`src/rtl/mem_arbiter_pkg.sv`:
```
// Shared types and constants for the instruction/data memory arbiter.
package mem_arbiter_pkg;

  typedef enum logic [2:0] {
    IDLE    = 3'd0,
    SERVE_I = 3'd1,
    SERVE_D = 3'd2,
    DONE_I  = 3'd3,
    DONE_D  = 3'd4
  } arb_state_t;

  // Word read with the enable bit set, as issued for every instruction fetch.
  localparam logic [3:0] FETCH_READ_CTRL = 4'b1010;

endpackage

```
`src/rtl/mem_arbiter.sv`:
```
// Serialises instruction fetches and data loads/stores onto one busywait memory.
// Data wins ties; the DONE states hand the grant to the other port so neither starves.
module mem_arbiter
  import mem_arbiter_pkg::*;
(
  input  logic        CLK,
  input  logic        RESET,
  input  logic        I_READ,
  input  logic [31:0] I_ADDR,
  output logic [31:0] I_READDATA,
  output logic        I_BUSYWAIT,
  input  logic [3:0]  D_READ,
  input  logic [2:0]  D_WRITE,
  input  logic [31:0] D_ADDR,
  input  logic [31:0] D_WRITEDATA,
  output logic [31:0] D_READDATA,
  output logic        D_BUSYWAIT,
  output logic [3:0]  M_READ,
  output logic [2:0]  M_WRITE,
  output logic [31:0] M_ADDR,
  output logic [31:0] M_WRITEDATA,
  input  logic [31:0] M_READDATA,
  input  logic        M_BUSYWAIT
);

  arb_state_t state, next_state;
  logic       i_req, d_req, mem_done;

  assign i_req    = I_READ;
  assign d_req    = D_READ[3] | D_WRITE[2];
  assign mem_done = ~M_BUSYWAIT;

  always_ff @(posedge CLK or posedge RESET) begin
    if (RESET) state <= IDLE;
    else       state <= next_state;
  end

  // Read data is captured on the completing edge so it is valid during DONE.
  always_ff @(posedge CLK or posedge RESET) begin
    if (RESET) begin
      I_READDATA <= '0;
      D_READDATA <= '0;
    end else begin
      if (state == SERVE_I && mem_done)
        I_READDATA <= M_READDATA;
      if (state == SERVE_D && mem_done && D_READ[3])
        D_READDATA <= M_READDATA;
    end
  end

  always_comb begin
    next_state  = state;
    M_READ      = '0;
    M_WRITE     = '0;
    M_ADDR      = '0;
    M_WRITEDATA = '0;
    case (state)
      IDLE: begin
        if (d_req)      next_state = SERVE_D;
        else if (i_req) next_state = SERVE_I;
      end
      SERVE_I: begin
        M_READ = FETCH_READ_CTRL;
        M_ADDR = I_ADDR;
        if (mem_done) next_state = DONE_I;
      end
      SERVE_D: begin
        M_READ      = D_READ;
        M_WRITE     = D_WRITE;
        M_ADDR      = D_ADDR;
        M_WRITEDATA = D_WRITEDATA;
        if (mem_done) next_state = DONE_D;
      end
      // The finishing port still shows its old request here, so only the other port is considered.
      DONE_I:  next_state = d_req ? SERVE_D : IDLE;
      DONE_D:  next_state = i_req ? SERVE_I : IDLE;
      default: next_state = IDLE;
    endcase
  end

  assign I_BUSYWAIT = i_req & (state != DONE_I);
  assign D_BUSYWAIT = d_req & (state != DONE_D);

endmodule
```
`config.mk`:
```
export PLATFORM = sky130hd
export DESIGN_NAME = mem_arbiter
export DESIGN_NICKNAME = d
export VERILOG_FILES = /design/src/rtl/mem_arbiter_pkg.sv /design/src/rtl/mem_arbiter.sv
export SDC_FILE = /design/constraint.sdc
export NUM_CORES = 1
export LEC_CHECK = 0
export ABC_AREA = 1
export CELL_PAD_IN_SITES_DETAIL_PLACEMENT = 1
export CELL_PAD_IN_SITES_GLOBAL_PLACEMENT = 2
export CORE_ASPECT_RATIO = 0.9
export CORE_UTILIZATION = 18
export CTS_BUF_LIST = sky130_fd_sc_hd__clkbuf_16
export DETAILED_ROUTE_END_ITERATION = 16
export GPL_TIMING_DRIVEN = 1
export PLACE_DENSITY_LB_ADDON = 0.1
export SETUP_SLACK_MARGIN = 0.5
export SLEW_MARGIN = 20
export SYNTH_ARGS = -nofsm -noshare
export SYNTH_HDL_FRONTEND = slang
export SYNTH_SLANG_ARGS = --single-unit
export TNS_END_PERCENT = 1
```
`constraint.sdc`:
```
create_clock -name CLK -period 4.88 [get_ports CLK]
set_input_delay 0.488 -clock CLK [delete_from_list [all_inputs] [get_ports CLK]]
set_output_delay 0.488 -clock CLK [all_outputs]
set_load 0.03 [all_outputs]
```
Word-level counts from Yosys, hierarchy flattened
Index checks and enable logic that the tools add are counted.
- $add $sub $neg: 0
- $mul: 0
- divide/modulo/power cells: 0
- magnitude comparators: 0
- eq/ne operators: 9
- shift-type cells: 0
- mux-type cells: 11
- bitwise logic cells: 4
- reduce and logical (&&, ||, !) cells: 5
- operators by type and width (kind ; number):
    $pmux 32 s2 ; 1
    $mux 32 ; 1
    $mux 3 ; 5
    $pmux 3 s5 ; 1
    $pmux 4 s2 ; 1
    $eq 3x2->1 const B ; 2
    $ne 3x3->1 const B ; 2
    $ne 2x2->1 const B ; 2
    $eq 3x1->1 const B ; 1
    $eq 3x3->1 const B ; 1
    $logic_and 1x1->1 ; 3
    $logic_not 3->1 ; 1
    $ne 3x2->1 const B ; 1
    $reduce_and 3->1 ; 1
    $and 1x1->1 ; 2
    $mux 2 ; 1
    $mux 1 ; 1
    $not 1->1 ; 1
    $or 1x1->1 ; 1
- flip-flop bits (word level): 67
- latch bits: 0
- bits in writable memories: 0
- bits in read-only memories: 0
- bits of input ports: 139
- output and inout bits: 137
- memories: 0

Logic depth before layout (Yosys ltp)
- depth in word-level cells: 3
- mapped depth: 7

Worst setup path before layout
No wires, ideal clock.
- path kind: register to output
- from: register state[2]
- to: output M_READ[0]
- arrival: 1345 ps
- data required time: 4392 ps
- path slack: 3047 ps
- cell stages (with the launch flop): 6
- buffers on the path: 2
- cells stage by stage: dfrtp_1 > inv_2 > nand3_2 > buf_2 > buf_2 > nor2_1
- word-level cells in the longest chain between the ends: 2
- RTL lines (element ; RTL line ; RTL):
    from (decl) ; mem_arbiter.sv:26 ; arb_state_t state, next_state;
    from (signal assigned) ; mem_arbiter.sv:35 ; else state <= next_state;
    $eq 3x2->1 or $eq 3x1->1 (tied branches) ; mem_arbiter.sv:57 ; case (state)
    $pmux 4 s2 * ; mem_arbiter.sv:57 ;
    to (decl) ; mem_arbiter.sv:18 ; output logic [3:0] M_READ,
Mark *: on every way between the ends. The rest lies on a longest branch, timed or not.

Worst setup path in the final report
- from: register state[2]
- to: output M_ADDR[23]
- word-level cells in the longest chain between the ends: 2
- RTL lines (element ; RTL line ; RTL):
    $eq 3x2->1 or $eq 3x1->1 (tied branches) ; mem_arbiter.sv:57 ;
    $pmux 32 s2 * ; mem_arbiter.sv:57 ;
    to (decl) ; mem_arbiter.sv:20 ; output logic [31:0] M_ADDR,
Marked as above.

==> results_dict.tcl <==
set metrics [dict create \
    r2r-start "state[2]$_DFFE_PP0P_" \
    drtIter0Drc 82 \
    setup_tns_ns 0 \
    ctsResizeCount 0 \
    place_area_um2 6360 \
    ant_nets 0 \
    cts.sinks 67 \
    grt_max_degree 65 \
    fin_skew_ns 0.00833 \
    arrival_ns 2.74 \
    layout_common_cells "clkdlybuf4s50_1, nand2_1, inv_1" \
    diodes 0 \
    grt_use_met1_pct 17.3 \
    grt_pass1_wl_mm 21.8 \
    gr-usage-met2_pct 23.8 \
    numCtsBuffers 9 \
    root_buffer "clkbuf_16" \
    startpoint_type "flip-flop" \
    grt_util_met3_pct 5.45 \
    final_util_pct 35.8 \
    area_growth_pct 92.4 \
    initial_core_util_pct 18.6 \
    synth_seq_cells 67 \
    route.detailed.drc 0 \
    core_area_um2 18600 \
    die_y_um 134 \
    antenna_found_initial 0 \
    fin_area_um2 6670 \
    critical_path_class "reg2out" \
    clock.fmax_mhz 310 \
    multi_input_area_um2 1320 \
    tightestPinTransition_ns 0.981 \
    final_common_cell "clkdlybuf4s50_1" \
    finalPower_w 0.00444 \
    synth.distinct_cells 18 \
    holdWs_ns 0.480 \
    yosysSeqAreaShare_pct 48.3 \
    holdBufCountCts 0 \
    io_pins 276 \
    synth_area_um2 3470 \
    timing.final.crit_period_ns 3.23 \
    fp-row-count 47 \
    routed_wirelength_mm 14.1 \
    mappedNetlistNets 531 \
    crit_fanout 33 \
    postSynthAreaPerCell_um2 8.85 \
    dpl.hpwl_mm 11.0 \
    power.leakage_nw 3.06 \
    irDropWorstVdd_uv 320 \
    seqCellArea_um2 1680 \
    grt_pass1_vias 3767 \
    fp.dieArea_um2 19800 \
    finalHoldViolations 0 \
    grt_usage_pct 14.4 \
    gp_congestion 0.808 \
    netlist_instances 392 \
    min_path_type "reg2reg" \
    clock_latency_ns 0.34 \
    grt-ovfl-total 0 \
    cts_tree "done" \
    port_buffers 275 \
    finalMaxSlewViolations 0 \
    startpoint "state[2]$_DFFE_PP0P_" \
    hp-start "I_READDATA[16]$_DFFE_PP0P_" \
    worstSetupEndpointType "primary output" \
    busiest_layer "met2" \
    slew_headroom_pct 34.5 \
    via_per_inst 3.99 \
    status "complete, no violations" \
    pwr_density_cell_nw_per_um2 666 \
    htree_levels 3 \
    final_nets 797 \
    wire_per_inst_um 15.6 \
    clock_path_buffers 2 \
    drtPass1Iterations 4 \
    rsz0062_at_grt "no" \
    cap_violations 0 \
    drive_above_1_share_pct 11.9 \
    worstPathRequired_ns 4.39 \
    vias 3619 \
    fillerInstances 2166 \
    cts_setup_buffers 0 \
    setup_viol 0 \
    die_w_um 148 \
    period_share_pct 66.1 \
    yosys_warnings 0 \
    clkSlewWorstSetupHoldPaths_ns 0.06 \
]
-- per-stage QoR --
step / setup slack [ns] / instances
finish: 1.65 / 908
global route: 1.47 / 908
CTS: 1.59 / 908
detailed placement: 1.96 / 892
global placement: 2.06 / 892
floorplan: 2.71 / 392
-- registers in the layout, summed over array words and instances (netlist names) --
register / count
state: 3
I_READDATA: 32
D_READDATA: 32
-- final timing paths --
kind                                                   end  cells after the start  slack, ns
worst max-delay path                            M_ADDR[23]                      5       1.65
max in group asynchronous        I_READDATA[0]$_DFFE_PP0P_                      3       3.24
min in group asynchronous       D_READDATA[11]$_DFFE_PP0P_                      2       0.70
worst max register to register   D_READDATA[6]$_DFFE_PP0P_                      8       2.49
worst min register to register  I_READDATA[16]$_DFFE_PP0P_                      2       0.48
worst min-delay path            I_READDATA[16]$_DFFE_PP0P_                      2       0.48
-- cell type report --
cell class	instances	area share, %
Sequential cell	67	25.1
Inverter	75	4.22
Clock inverter	7	1.37
Clock buffer	9	3.37
Multi-Input combinational cell	227	19.7
Timing Repair Buffer	278	41.6
Tap cell	245	4.59
-- critical path, stage by stage (launching register included) --
cell             delay [ns]
dfrtp_1                0.44
nor2_2                 0.14
nand2_2                0.10
inv_1                  0.73
a22o_1                 0.30
clkdlybuf4s50_1        0.68
-- metal layers --
layer  part of all wire [%]  vias to the layer above
met5                      0                        -
li1                       -                     1763
met3                    8.5                       15
met2                     49                      141
met4                    1.2                        0
met1                     42                     1700
-- logic make-up after synthesis --
kind of cell           Yosys count  share of synthesized area [%]
buffers and inverters           98                           13.8
AO/OA/AOI/OAI                   98                           23.2
flip-flops                      67                           48.3
AND/OR/NAND/NOR                129                           14.7
-- where the power goes --
part           leakage [nW]  internal [W]  switching [W]
registers             0.839      0.000810       0.000145
logic                  2.07       0.00114        0.00165
clock network         0.156      0.000446       0.000246
total                  3.06       0.00240        0.00204
-- Yosys cell counts --
master   instances  area [µm²]
inv_1           73         274
nand4_1          1        6.26
o21ai_2         51         447
buf_6           13         146
nor2_2           2        12.5
nand3_1          5        25.0
nor2_1          40         150
nand2_2          2        12.5
nand2_1         77         289
a22o_1          32         280
a31oi_1          1        6.26
o21ai_1         13        65.1
nand3_2          1        10.0
a21oi_1          1        5.00
buf_2           10        50.1
dfrtp_1         67        1680
inv_2            2        7.51
or2_1            1        6.26
Power figures use the tool's default switching activity.
